--- config.mk ---
export PLATFORM = sky130hd
export DESIGN_NAME = scp_result_tracer
export DESIGN_NICKNAME = d
export VERILOG_FILES = /design/src/rtl/scp_trace_pkg.sv /design/src/rtl/trace_sync_fifo.sv /design/src/rtl/scp_result_tracer.sv
export SDC_FILE = /design/constraint.sdc
export NUM_CORES = 1
export LEC_CHECK = 0
export CAP_MARGIN = 30
export CORE_AREA = 2 2 302 379
export DETAILED_ROUTE_END_ITERATION = 8
export DIE_AREA = 0 0 304 381
export GPL_TIMING_DRIVEN = 0
export PLACE_DENSITY = 0.46
export SLEW_MARGIN = 30
export SYNTH_ARGS = -nofsm -noshare
export SYNTH_HDL_FRONTEND = slang
export SYNTH_SLANG_ARGS = --single-unit
export TNS_END_PERCENT = 100
--- constraint.sdc ---
create_clock -name Clock -period 9.1 [get_ports Clock]
set_clock_uncertainty 0.05 [all_clocks]
set_input_delay 2.73 -clock Clock [delete_from_list [all_inputs] [get_ports Clock]]
set_output_delay 2.73 -clock Clock [all_outputs]
set_load 0.02 [all_outputs]
--- src/rtl/scp_trace_pkg.sv ---
// -----------------------------------------------------------------------------
// scp_trace_pkg
// Shared constants and types for the single-cycle processor result tracer.
// A trace entry is laid out as {timestamp, flags[3:0], result[31:0]}, with the
// result in the least-significant bits. The offsets below describe that layout
// for any timestamp width.
// Optional build macro used by the tracer: SCP_TRACE_CHANGE_FILTER_EN.
// -----------------------------------------------------------------------------
package scp_trace_pkg;

  localparam int RESULT_W     = 32;
  localparam int FLAG_W       = 4;
  localparam int TS_W_DEFAULT = 16;

  // Field offsets inside a packed trace entry.
  localparam int RESULT_LSB = 0;
  localparam int FLAGS_LSB  = RESULT_LSB + RESULT_W;
  localparam int TS_LSB     = FLAGS_LSB + FLAG_W;

  // Entry width excluding the timestamp. It also serves as the width of the
  // change-filter compare value.
  localparam int SAMPLE_W = RESULT_W + FLAG_W;

  typedef struct packed {
    logic [TS_W_DEFAULT-1:0] ts;
    logic [FLAG_W-1:0]       flags;
    logic [RESULT_W-1:0]     result;
  } trace_entry_t;

endpackage

--- src/rtl/trace_sync_fifo.sv ---
// -----------------------------------------------------------------------------
// trace_sync_fifo
// Generic show-ahead synchronous FIFO. The head entry is presented
// combinationally from registered storage. Output data reads as zero when the
// FIFO is empty.
// Ports:
//   clk, rst          rising-edge clock, synchronous active-high reset
//   push, wr_data     write request and data; ignored when full unless a pop
//                     happens in the same cycle
//   push_ok           the write request was accepted this cycle
//   pop               advance the head; ignored when empty (no fall-through)
//   rd_data           head entry (zero when empty)
//   empty, full       occupancy flags derived from level
//   level             current occupancy, 0..DEPTH
// DEPTH must be a power of two so that the pointers wrap naturally.
// -----------------------------------------------------------------------------
module trace_sync_fifo #(
  parameter int DEPTH = 16,
  parameter int WIDTH = 52,
  parameter int LVL_W = $clog2(DEPTH + 1)
) (
  input  logic             clk,
  input  logic             rst,
  input  logic             push,
  input  logic [WIDTH-1:0] wr_data,
  output logic             push_ok,
  input  logic             pop,
  output logic [WIDTH-1:0] rd_data,
  output logic             empty,
  output logic             full,
  output logic [LVL_W-1:0] level
);

  localparam int PTR_W = $clog2(DEPTH);

  logic [WIDTH-1:0] mem_q [DEPTH];
  logic [PTR_W-1:0] rd_ptr_q, rd_ptr_d;
  logic [PTR_W-1:0] wr_ptr_q, wr_ptr_d;
  logic [LVL_W-1:0] level_q, level_d;
  logic             do_push, do_pop;

  assign empty   = (level_q == '0);
  assign full    = (level_q == LVL_W'(DEPTH));
  assign level   = level_q;
  assign push_ok = do_push;
  assign rd_data = empty ? '0 : mem_q[rd_ptr_q];

  // A pop frees a slot in the same cycle, so a push into a full FIFO is still
  // accepted when it is paired with a pop.
  always_comb begin
    do_pop   = pop && !empty;
    do_push  = push && (!full || do_pop);
    rd_ptr_d = rd_ptr_q;
    wr_ptr_d = wr_ptr_q;
    level_d  = level_q;
    if (do_push) wr_ptr_d = wr_ptr_q + 1'b1;
    if (do_pop)  rd_ptr_d = rd_ptr_q + 1'b1;
    case ({do_push, do_pop})
      2'b10:   level_d = level_q + 1'b1;
      2'b01:   level_d = level_q - 1'b1;
      default: level_d = level_q;
    endcase
  end

  always_ff @(posedge clk) begin
    if (rst) begin
      rd_ptr_q <= '0;
      wr_ptr_q <= '0;
      level_q  <= '0;
    end else begin
      rd_ptr_q <= rd_ptr_d;
      wr_ptr_q <= wr_ptr_d;
      level_q  <= level_d;
    end
  end

  // The storage array needs no reset. Stale contents are never visible because
  // rd_data is masked while the FIFO is empty.
  always_ff @(posedge clk) begin
    if (do_push) mem_q[wr_ptr_q] <= wr_data;
  end

endmodule

--- src/rtl/scp_result_tracer.sv ---
// -----------------------------------------------------------------------------
// scp_result_tracer
// Observation stage for the single-cycle processor. It timestamps samples of
// the result bus and the NZCV flags, buffers them in a show-ahead FIFO, and
// drains them over a valid/ready handshake. The tracer never back-pressures
// the processor: a sample that arrives while the FIFO is full is dropped and
// counted in a saturating counter.
// Ports:
//   Clock, Reset            rising-edge clock, synchronous active-high reset
//   cap_en                  sample Result_Out/FlagReg this cycle
//   Result_Out, FlagReg     processor result bus and flag register
//   out_valid/out_ready     consumer handshake
//   out_data                head entry {timestamp, flags, result}, zero when idle
//   level                   FIFO occupancy
//   overflow, ovf_count     sticky drop flag and saturating drop count
//   ovf_clear               clears overflow/ovf_count; a drop in the same
//                           cycle takes priority
// Build option: define SCP_TRACE_CHANGE_FILTER_EN to push a sample only when
// {flags, result} differs from the last accepted sample.
// -----------------------------------------------------------------------------
module scp_result_tracer
  import scp_trace_pkg::*;
#(
  parameter int DEPTH = 16,
  parameter int TS_W  = TS_W_DEFAULT,
  parameter int OVF_W = 8
) (
  input  logic                       Clock,
  input  logic                       Reset,
  input  logic                       cap_en,
  input  logic [RESULT_W-1:0]        Result_Out,
  input  logic [FLAG_W-1:0]          FlagReg,
  output logic                       out_valid,
  input  logic                       out_ready,
  output logic [TS_W+SAMPLE_W-1:0]   out_data,
  output logic [$clog2(DEPTH+1)-1:0] level,
  output logic                       overflow,
  output logic [OVF_W-1:0]           ovf_count,
  input  logic                       ovf_clear
);

  localparam int LVL_W = $clog2(DEPTH + 1);
  localparam int ENT_W = TS_W + SAMPLE_W;

  logic [TS_W-1:0]     ts_q, ts_d;
  logic                overflow_q, overflow_d;
  logic [OVF_W-1:0]    ovf_count_q, ovf_count_d;
  logic [SAMPLE_W-1:0] sample;
  logic [ENT_W-1:0]    wr_entry;
  logic                push_req, push_ok, pop, drop, fifo_empty, fifo_full;

  assign sample   = {FlagReg, Result_Out};
  assign wr_entry = {ts_q, sample};
  assign pop      = out_valid && out_ready;
  assign drop     = push_req && !push_ok;

`ifdef SCP_TRACE_CHANGE_FILTER_EN
  logic [SAMPLE_W-1:0] last_q, last_d;
  logic                last_vld_q, last_vld_d;

  // Suppress repeats of the last accepted sample. Before the first accepted
  // push there is nothing to compare against, so that push always goes through.
  always_comb begin
    push_req   = cap_en && (!last_vld_q || (sample != last_q));
    last_d     = last_q;
    last_vld_d = last_vld_q;
    if (push_ok) begin
      last_d     = sample;
      last_vld_d = 1'b1;
    end
  end

  always_ff @(posedge Clock) begin
    if (Reset) begin
      last_q     <= '0;
      last_vld_q <= 1'b0;
    end else begin
      last_q     <= last_d;
      last_vld_q <= last_vld_d;
    end
  end
`else
  assign push_req = cap_en;
`endif

  trace_sync_fifo #(
    .DEPTH (DEPTH),
    .WIDTH (ENT_W),
    .LVL_W (LVL_W)
  ) u_fifo (
    .clk     (Clock),
    .rst     (Reset),
    .push    (push_req),
    .wr_data (wr_entry),
    .push_ok (push_ok),
    .pop     (pop),
    .rd_data (out_data),
    .empty   (fifo_empty),
    .full    (fifo_full),
    .level   (level)
  );

  assign out_valid = !fifo_empty;

  // The clear is applied first and the drop second. A drop in the same cycle
  // as a clear therefore leaves overflow=1 and a count of exactly one.
  always_comb begin
    ts_d        = ts_q + 1'b1;
    overflow_d  = overflow_q;
    ovf_count_d = ovf_count_q;
    if (ovf_clear) begin
      overflow_d  = 1'b0;
      ovf_count_d = '0;
    end
    if (drop) begin
      overflow_d = 1'b1;
      if (ovf_count_d != '1) ovf_count_d = ovf_count_d + 1'b1;
    end
  end

  always_ff @(posedge Clock) begin
    if (Reset) begin
      ts_q        <= '0;
      overflow_q  <= 1'b0;
      ovf_count_q <= '0;
    end else begin
      ts_q        <= ts_d;
      overflow_q  <= overflow_d;
      ovf_count_q <= ovf_count_d;
    end
  end

  assign overflow  = overflow_q;
  assign ovf_count = ovf_count_q;

  // fifo_full is not used at this level: drops are detected from a rejected
  // push request, which already accounts for a simultaneous pop.
  logic unused_full;
  assign unused_full = fifo_full;

endmodule
* After elaboration in Yosys (flattened, before gate mapping)
Memory sizes are Yosys's and may differ from the RTL's. A register that Yosys moved wholly into a read port is not among the register bits. Index checks and enable logic that the tools add are counted.
Storage, ports and cells: memory bits (writable) 832, flip-flop bits (word level) 38, memories 1
Operators by class: $add $sub $neg 6, equal/unequal tests 4, reduce and logical (&&, ||, !) cells 11, muxes and demuxes 11
Memories:
- u_fifo.mem_q | words 16, width 52, rd ports 1, clocked after memory_dff 1, wr ports 1, line trace_sync_fifo.sv:36 | logic [WIDTH-1:0] mem_q [DEPTH];
Operators by type and width (number):
- $mux 52 | 1
- $mux 8 | 3
- $add 16x1->16 const B | 1
- $pmux 5 s2 | 1
- $add 4x1->4 const B | 2
- $add 8x1->8 const B | 1
- $mux 4 | 2
- $ne 8x8->1 const B | 1
- $add 5x1->5 const B | 1
- $eq 5x5->1 const B | 1
- $logic_not 5->1 | 1
- $sub 5x1->5 const B | 1
- $logic_and 1x1->1 | 4
- $mux 1 | 4
- $reduce_bool 2->1 | 2
- $logic_not 1->1 | 3
- $eq 2x1->1 const B | 1
- $eq 2x2->1 const B | 1
- $logic_or 1x1->1 | 1

* Depth between registers and ports, before layout
Gate-level depths: netlist of the first run.
depth in word-level cells 9, depth in mapped cells 9

* By module
From an unflattened synthesis of the first run, not the netlist that was laid out.
Second synthesis, totals: cell total of the unflattened synthesis 1582, area total of the unflattened synthesis 33946.3 µm²
By module, submodules not included:
- trace_sync_fifo | area each 32832.7 µm², cells each 1460, times used 1, seq. area each 25324.3 µm²
- scp_result_tracer | area each 1113.6 µm², cells each 122, times used 1, seq. area each 500.5 µm²

* Worst setup path after synthesis of the first run
Ideal clock, no wire load.
path type in2reg, start point in out_ready, end point mem u_fifo.mem_q[1][0], enable pin, path slack 0.155 ns, stages on the path 4, library setup time 0.590 ns, arrival 8.304 ns, cells stage by stage clkbuf_1 > nand2b_1 > o21ai_4 > nor4_1
On the way: word-level cells in the longest chain between the ends 6
RTL lines:
- start: declaration | line scp_result_tracer.sv:34 | input logic out_ready,
- $logic_and 1x1->1 | line scp_result_tracer.sv:54 | assign pop = out_valid && out_ready;
- $logic_and 1x1->1 | line trace_sync_fifo.sv:51 | do_pop = pop && !empty;
- $logic_or 1x1->1 | line trace_sync_fifo.sv:52 | do_push = push && (!full || do_pop);
- $logic_and 1x1->1 | line trace_sync_fifo.sv:52
- $mux 1 | line trace_sync_fifo.sv:80 | if (do_push) mem_q[wr_ptr_q] <= wr_data;
- $mux 1 (not written as such) | line trace_sync_fifo.sv:80
- end: declaration | line trace_sync_fifo.sv:36
No other way between the ends.

==> results of run 1 <==
==> critical path: stages, from the launching register on <==
cell and delay, ps:
sky130_fd_sc_hd__dfxtp_1 310, sky130_fd_sc_hd__clkbuf_1 590, sky130_fd_sc_hd__buf_2 470, sky130_fd_sc_hd__inv_1 70, sky130_fd_sc_hd__nor2_1 620, sky130_fd_sc_hd__clkbuf_1 730, sky130_fd_sc_hd__a221o_1 410, sky130_fd_sc_hd__clkdlybuf4s50_1 670
==> cell type report <==
| class | instances | area, µm² | area share (%) |
|---|---|---|---|
| multi-input combinational | 558 | 7330 | 18.3 |
| clock inverter | 50 | 365 | 0.910 |
| inverter | 17 | 63.8 | 0.159 |
| timing repair buffer | 196 | 2090 | 5.21 |
| tap | 1470 | 1840 | 4.58 |
| buffer | 78 | 355 | 0.885 |
| sequential | 874 | 25800 | 64.3 |
| clock buffer | 107 | 2290 | 5.71 |
==> cell usage after synthesis, drive strengths merged, types with 9 or more instances <==
library cell,n
a221o,51
and2,9
buf,47
clkbuf,31
dfxtp,42
edfxtp,832
ha,10
inv,16
mux2i,57
mux4,208
nand3,11
nand4,11
nor2,88
nor4,10
o21ai,10
xnor2,14
==> through the flow <==
step           area, µm²  setup TNS (ps)  hold WS, ps  utilization, %  instances
6_report           40200               0          467            35.7       3350
5_1_grt            40200               0          493            35.7       3350
4_1_cts            40200               0          467            35.7       3350
3_5_place_dp       37500               0          436            33.4       3193
3_3_place_gp       36400        -1706280          444            32.4       3103
2_1_floorplan      33500               0          457               -       1527
==> report_power, final <==
part / switching [mW] / internal, mW
Clock: 1.52 / 1.88
Sequential: 0.0485 / 4.49
Combinational: 1.47 / 1.17
==> state kept, by name, summed over array words and instances, names as in the netlist, named ones only <==
signal           count
overflow             1
u_fifo.mem_q       832
u_fifo.wr_ptr_q      4
ts_q                16
u_fifo.level         5
u_fifo.rd_ptr_q      4
ovf_count            8
==> layer usage <==
metal,vias to the layer above,track usage [%],routed length (µm)
met3,97,2.46,3210
met1,8785,18.1,34800
met5,-,0,18
met2,321,26.2,44500
met4,2,3.83,1530
li1,7024,-,-
==> placed cells by master, fill, tap and decap left out, drive strengths merged, types with 2 or more instances in the layout <==
| cell | instances |
|---|---|
| a211oi | 4 |
| a21oi | 5 |
| a221o | 51 |
| and2 | 9 |
| and3 | 3 |
| and4 | 2 |
| buf | 137 |
| bufinv | 3 |
| clkbuf | 138 |
| clkdlybuf4s50 | 106 |
| clkinv | 40 |
| clkinvlp | 3 |
| dfxtp | 42 |
| edfxtp | 832 |
| ha | 10 |
| inv | 21 |
| mux2i | 57 |
| mux4 | 208 |
| nand2 | 5 |
| nand2b | 2 |
| nand3 | 11 |
| nand4 | 11 |
| nor2 | 88 |
| nor2b | 7 |
| nor3 | 7 |
| nor3b | 5 |
| nor4 | 10 |
| o2111ai | 2 |
| o211ai | 3 |
| o21a | 5 |
| o21ai | 10 |
| or3 | 3 |
| or4 | 2 |
| xnor2 | 14 |
| xor2 | 7 |
==> cell families (layout without fill, tap and decap cells) <==
logic type	after synthesis	in the layout
flops	874	874
mux	266	266
simple gates	171	171
buf+inv	95	448
compound gates	89	89
xor+xnor	21	21
fa+ha+maj	11	11
==> final timing paths <==
check | start | end | cells after the start
setup / recovery | flip-flop | out_data[49] | 7
hold / removal | overflow$_SDFFE_PP0P_ | overflow$_SDFFE_PP0P_ | 2
setup reg to reg | u_fifo.level[4]$_SDFFE_PP0P_ | u_fifo.mem_q[1][26]$_DFFE_PP_ | 10
hold reg to reg | overflow$_SDFFE_PP0P_ | overflow$_SDFFE_PP0P_ | 2
==> run summary, run 1 <==
The peak fanout along the critical path is 10. The number of max-capacitance violations reported came out at 0. The synthesized-area fraction occupied by xor and xnor cells came out at less than 1%. Counting every instance in the synthesized netlist gives 1527.

The total half-perimeter wirelength after legalization and detailed placement is 55600 µm. The flip-flop and latch count after synthesis is ~870. The post-synthesis cell area is about 33000 µm². The hold violation count in the final report came to 0. The final layout contains routed wiring with a total length of 84000 µm. The shortest clock period the worst path allows after layout came out at 7360 ps. Measured along the y axis, the die boundary spans 381 µm. The pin count of the biggest net entering global routing is 32. The synthesized netlist devotes about 2.4% of its cell area to compound gates. For the worst-skew pair, the clock arrives at the later sink with an insertion delay of ~680 ps.

The worst setup path is launched from a flip-flop. The sequential fraction of the synthesis area came out at 77.1%. In the post-synthesis netlist, the biggest area contributors are sky130_fd_sc_hd__edfxtp_1 (75%), sky130_fd_sc_hd__mux4_2 (14%), sky130_fd_sc_hd__dfxtp_1 (2.5%). After synthesis, the largest family of logic cells by area is multiplexers.

Data on the critical path arrives at its endpoint at about 4600 ps. The initial antenna violation count is 3. The layout cell share with drive strength beyond 1 came out at approximately 26%. The initial cell density of the core is roughly 30%.

Fill cells in the final layout number 10298. In this run the standard cell core region covers ~110000 µm². The routed layout has ~16000 vias.

STA classifies the critical path endpoint as an output port. The root buffer cell chosen for the clock tree is sky130_fd_sc_hd__clkbuf_16. The die boundary width is 304 µm. The DRC violation count after routing is 0. The slew at the pin with the worst max-slew slack came out at between 1000 and 1500 ps.

The distinct cell type count after synthesis came out at between 50 and 60. The synthesized net count came out at ~1600. After Yosys synthesis, and, or, nand and nor cells account for under 10% of the synthesized area. The number of I/O pins is between 100 and 150. The power per cell area came out at 263 nW/µm². The total chip power came out at ~11 mW. In the global route stage, overall resource usage came out at roughly 15%. After layout, the worst setup slack is between 1500 and 2000 ps. Based on the critical path, the design can be clocked at up to between 0.1 and 0.15 GHz.

The DRC marker count from the first detailed-route iteration came out at approximately 1200. The flow ran to the end, and the final reports show no timing, DRC or antenna violations. The first detailed-routing pass ran for 5 iterations. TritonCTS built the clock tree.

The worst path uses between 80% and 90% of the clock period. In this run, synthesis inferred about 830 flip-flops with an integrated enable. The adder and majority gate portion of the synthesized area is 0.433%. Setup repair after global routing left no endpoint under its margin. The required time at the worst-slack endpoint is 6320 ps. The area growth from synthesis to layout is 19.9%.

The slack of the worst reg-to-reg path is just under 6000 ps. The dominant register cell in the synthesized netlist is sky130_fd_sc_hd__edfxtp_1. The remaining max-slew budget at the tightest pin came out at 31.1%.

The remaining number of nets flagged by the antenna check after routing is 0. Summed over all cells, the static leakage comes to between 10 and 15 nW. The count of input and output buffers is approximately 110.

The ratio of routed vias to standard cells is approximately 4.8. The via count of the first global-routing pass is 17832. The number of antenna cells inserted came out at 0. Timing analysis after detailed placement gives a worst setup slack of roughly 2300 ps. The post-CTS resize count is 0.

The cell type contributing the most total cell area after synthesis is sky130_fd_sc_hd__edfxtp_1. The clock sink count is about 900. The routability congestion estimate from global placement is between 0.7 and 0.8. The peak ir drop on the vdd network is 0.142 mV. During synthesis, Yosys emitted a total of 0 warnings. The routed wirelength normalized by instance count came out at approximately 25 µm. The number of hold buffers added after cts came out at 0.

The setup path with the least slack is of type flip-flop to output port. The final count of negative-setup-slack endpoints is 0. The worst hold path class is flip-flop to flip-flop. The area share of the leading cell type in the synthesized netlist is between 70% and 80%. The net count reported at finish came out at about 1900. The global-route wire length before repair is 123000 µm. Summed over all layers, the global routing overflow is 0. The average cell area after synthesis came out at about 22 µm².

The clock buffer count from CTS is 88. The floorplan has 138 rows. The number of buffers on the longest clock path is 3. The clock-pin slew reported for the worst setup and hold paths after clock tree synthesis is 60 ps. The die covers about 120000 µm². The final-report max-slew violation count came out at 0. Post-CTS timing repair inserted 0 buffers for setup.

The H-tree depth is 3. Measured against the total synthesized area, the mux share comes to 15.7%. The async set or reset register ratio after synthesis came out at 0%.
Note: power is estimated with default switching activity, not from simulation.
==> inputs of run 2 (changes only) <==
PLACE_DENSITY = 0.45   (was 0.46)
clock period = 6.9 ns   (was 9.1 ns; I/O delays follow)
==> run 2 against run 1 <==
Utilization increased by 0.095 points. Via count about the same. Worst setup slack got worse by 1500 ps. Sequential power increased by 32%. First-iteration DRC count increased by 10%. Sequential share of layout area decreased by 0.17 points. Final area increased by 0.26%. Non-clock buffer count decreased by 2. Combinational power increased by 33%. Critical path depth unchanged. Die area unchanged. Critical path type unchanged.
==> run summary, run 2 (same netlist as run 1, synthesis figures left out) <==
The endpoint arrival time on the critical path came to 4510 ps (-70 ps). The floorplan core area is 112000 µm² (unchanged). The number of I/O pins came out at 108 (unchanged). The overall global routing resource usage is 14.7% (+0.13 points). The pin count of the biggest net entering global routing came out at 31 (-3.1%). The final critical-path setup slack is 274 ps (-1460 ps). The clock sink count is 874 (unchanged). The area enclosed by the die boundary is 116000 µm² (unchanged).

The number of buffers on the longest clock path is 3 (unchanged). The cell with the largest stage delay on the worst path is sky130_fd_sc_hd__clkbuf_1. The tree is rooted in a sky130_fd_sc_hd__clkbuf_16. The number of rows in the core area came out at 138 (unchanged).

The required time at the worst-slack endpoint came out at 4780 ps (-1540 ps). The remaining number of nets flagged by the antenna check after routing came out at 0 (unchanged). The share of the clock period used by the worst path after layout came out at between 90% and 100%. The initial antenna violation count is 3 (unchanged). More flip-flops sit in one register than any other, and that register is u_fifo.mem_q. The register share of total power came out at 42.1% (-0.8 points). The routed wirelength normalized by instance count was 25.3 µm (+0.73%). The final standard cell area without fillers came out at 40300 µm² (+0.26%). In this run the critical register-to-register path is captured at u_fifo.mem_q[14][29]$_DFFE_PP_. The post-layout utilization of the core came out at 35.8% (+0.095 points).

The layout cell share with drive strength beyond 1 was 25.8% (+0.041 points). The power per cell area came out at 353 nW/µm² (+34%). The worst hold path cell count is 2 (unchanged). The portion of total power attributed to combinational logic was 24.6% (-0.4 points).

The final count of negative-setup-slack endpoints came out at 0 (unchanged). The fraction of power spent switching nets came out at 28.3% (-0.40 points). The post-synthesis to final-layout area growth came out at 20.2%. The number of hold buffers added after cts is 0 (unchanged). The leading cell type in the layout, fill and taps excluded is sky130_fd_sc_hd__edfxtp_1.

The cell area after placement is 37500 µm² (-0.11%). The total half-perimeter wirelength after legalization and detailed placement is 55300 µm (-0.43%). In this run the worst hold path is classified as flip-flop to flip-flop. The total chip power came out at 14.2 mW (+34%).

The count of input and output buffers was 106 (unchanged). The post-CTS resize count came out at 0 (unchanged). The flow ran to the end, and the final reports show no timing, DRC or antenna violations. The worst stage delay on the critical path came out at 740 ps (about the same). In the layout the commonest cells are sky130_fd_sc_hd__edfxtp_1 (832), sky130_fd_sc_hd__mux4_2 (208), sky130_fd_sc_hd__clkdlybuf4s50_1 (106). The slew at the pin with the worst max-slew slack is 974 ps (-59.4 ps). The clock network fraction of design power came out at 33.3% (+1.1 points). The post-CTS setup repair buffer count came out at 0 (unchanged).

The DRC marker count from the first detailed-route iteration is 1323 (+10%). The total routed wirelength is 84500 µm (+0.64%). STA classifies the critical path startpoint as a flip-flop. TritonCTS built the clock tree.

The final-report max-slew violation count is 0 (unchanged). The peak ir drop on the vdd network is 0.230 mV (+62%). The initial cell density of the core is 29.8% (unchanged). The first-pass detailed-route iteration total came to 5 (unchanged).

The cell count after placement is 3191 (-0.063%). The number of antenna cells inserted is 0 (unchanged). Counting stages on the worst path, the most repeated cell is sky130_fd_sc_hd__clkbuf_1. The via count of the first global-routing pass was 17708 (-0.70%). The hold violation count in the final report was 0 (unchanged).

The worst hold endpoint is overflow$_SDFFE_PP0P_. Traced cell by cell, the critical path runs through clkbuf_1 -> buf_2 -> inv_1 -> nor2_1 -> clkbuf_1 -> a221o_1 -> clkdlybuf4s50_1. The static power due to leakage is 12.6 nW (+0.54%). The number of flip-flops under the largest register name is 832 (unchanged). The final cell count without fillers came out at 3347 (-0.090%). The logic depth of the worst register-to-register path came out at 6 (-4).

The worst setup timing slack at the placement stage was 818 ps (-1500 ps). The ratio of routed vias to standard cells came out at 4.84 (about the same). The later-pin clock latency in the skew report came out at 670 ps (about the same). The final hold slack is 452 ps (-14.6 ps). The overflow left after global routing is 0 (unchanged).

The clock buffer count from CTS came out at 90 (+2.3%). The peak fanout along the critical path came out at 10 (unchanged). The category of the most critical setup path is flip-flop to output port. Counting I/O delays and the setup requirement, the final critical path takes roughly 6600 ps. The clock-pin slew reported for the worst setup and hold paths after clock tree synthesis came out at 60 ps (about the same). The net count reported at finish came out at 1865 (unchanged). The beginning of the worst hold path is overflow$_SDFFE_PP0P_. Based on the critical path, the design can be clocked at up to around 0.15 GHz.

Setup repair after global routing left no endpoint under its margin. The final setup TNS is 0 ps (unchanged). The design internal power is 10.2 mW (+35%). The routability congestion estimate from global placement came out at 0.721 (+2.0%).

The worst setup path is captured at an output port. The H-tree depth is 3 (unchanged). The global-route wire length before repair is 124000 µm (+0.64%). The die height came out at 381 µm (unchanged). The number of max-capacitance violations reported came out at 0 (unchanged). The DRC violation count after routing is 0 (unchanged). The remaining max-slew budget at the tightest pin came out at 34.8% (+3.7 points). The switching power total is 4.02 mW (+32%). The startpoint identified for the worst register-to-register timing path is u_fifo.level[0]$_SDFFE_PP0P_.

The die boundary width is 304 µm (unchanged). The overall via count from detail_route is 16213 (-0.099%). The slack of the worst reg-to-reg path is 3910 ps (-1950 ps).
==> run 2: power groups by stage <==
stage / combinational (mW) / clock (mW) / sequential [mW]
after floorplan: 2.11 / 0 / 6.10
after global placement: 3.55 / 0 / 6.13
after detailed placement: 3.60 / 0 / 6.09
after CTS: 3.62 / 4.87 / 5.98
after global routing: 3.76 / 5.06 / 5.99
final: 3.50 / 4.73 / 5.98
==> run 2: worst max-delay path by stage <==
stage | start | to | slack [ps] | cells past startpoint
final | flip-flop | out_data[49] | 270 | 7
after global placement | out_ready | u_fifo.mem_q[2][26]$_DFFE_PP_ | -9030 | 5
after CTS | flip-flop | out_data[49] | 60 | 7
after detailed placement | flip-flop | out_data[49] | 820 | 7
after global routing | flip-flop | out_data[49] | 20 | 7
after floorplan | out_ready | u_fifo.mem_q[1][0]$_DFFE_PP_ | -1380 | 4
==> run 2: critical path, delay by kind of cell (launching register included) <==
| kind | cells | cell delay, ps |
|---|---|---|
| flops | 1 | 300 |
| buf+inv | 5 | 2450 |
| simple gates | 1 | 650 |
| compound gates | 1 | 410 |
==> run 2: cell type report <==
type / count / area, µm²
Buffer: 78 / 357
Clock buffer: 110 / 2350
Clock inverter: 46 / 462
Fill cell: 10337 / 72100
Inverter: 17 / 63.8
Multi-Input combinational cell: 558 / 7330
Sequential cell: 874 / 25800
Tap cell: 1470 / 1840
Timing Repair Buffer: 194 / 2050
==> run 2: metal layers <==
metal / GRT usage (%) / wire length, µm
met1: 18.4 / 35400
met2: 26.2 / 44400
met3: 2.59 / 3240
met4: 4.05 / 1530
met5: 0 / 25
==> inputs of run 3 (changes only) <==
--- a/constraint.sdc
+++ b/constraint.sdc
@@ -4,2 +4,2 @@
 set_output_delay 2.07 -clock Clock [all_outputs]
-set_load 0.02 [all_outputs]
+set_load 0.005 [all_outputs]
==> results of run 3 <==
The final DEF is identical to that of run 2. Status: completed.
Among the figures that moved: setup slack after placement 818 ps -> 920 ps; setup slack after layout 274 ps -> 377 ps; total power 14.2 mW -> 13.9 mW; worst IR drop on VDD 0.230 mV -> 0.196 mV
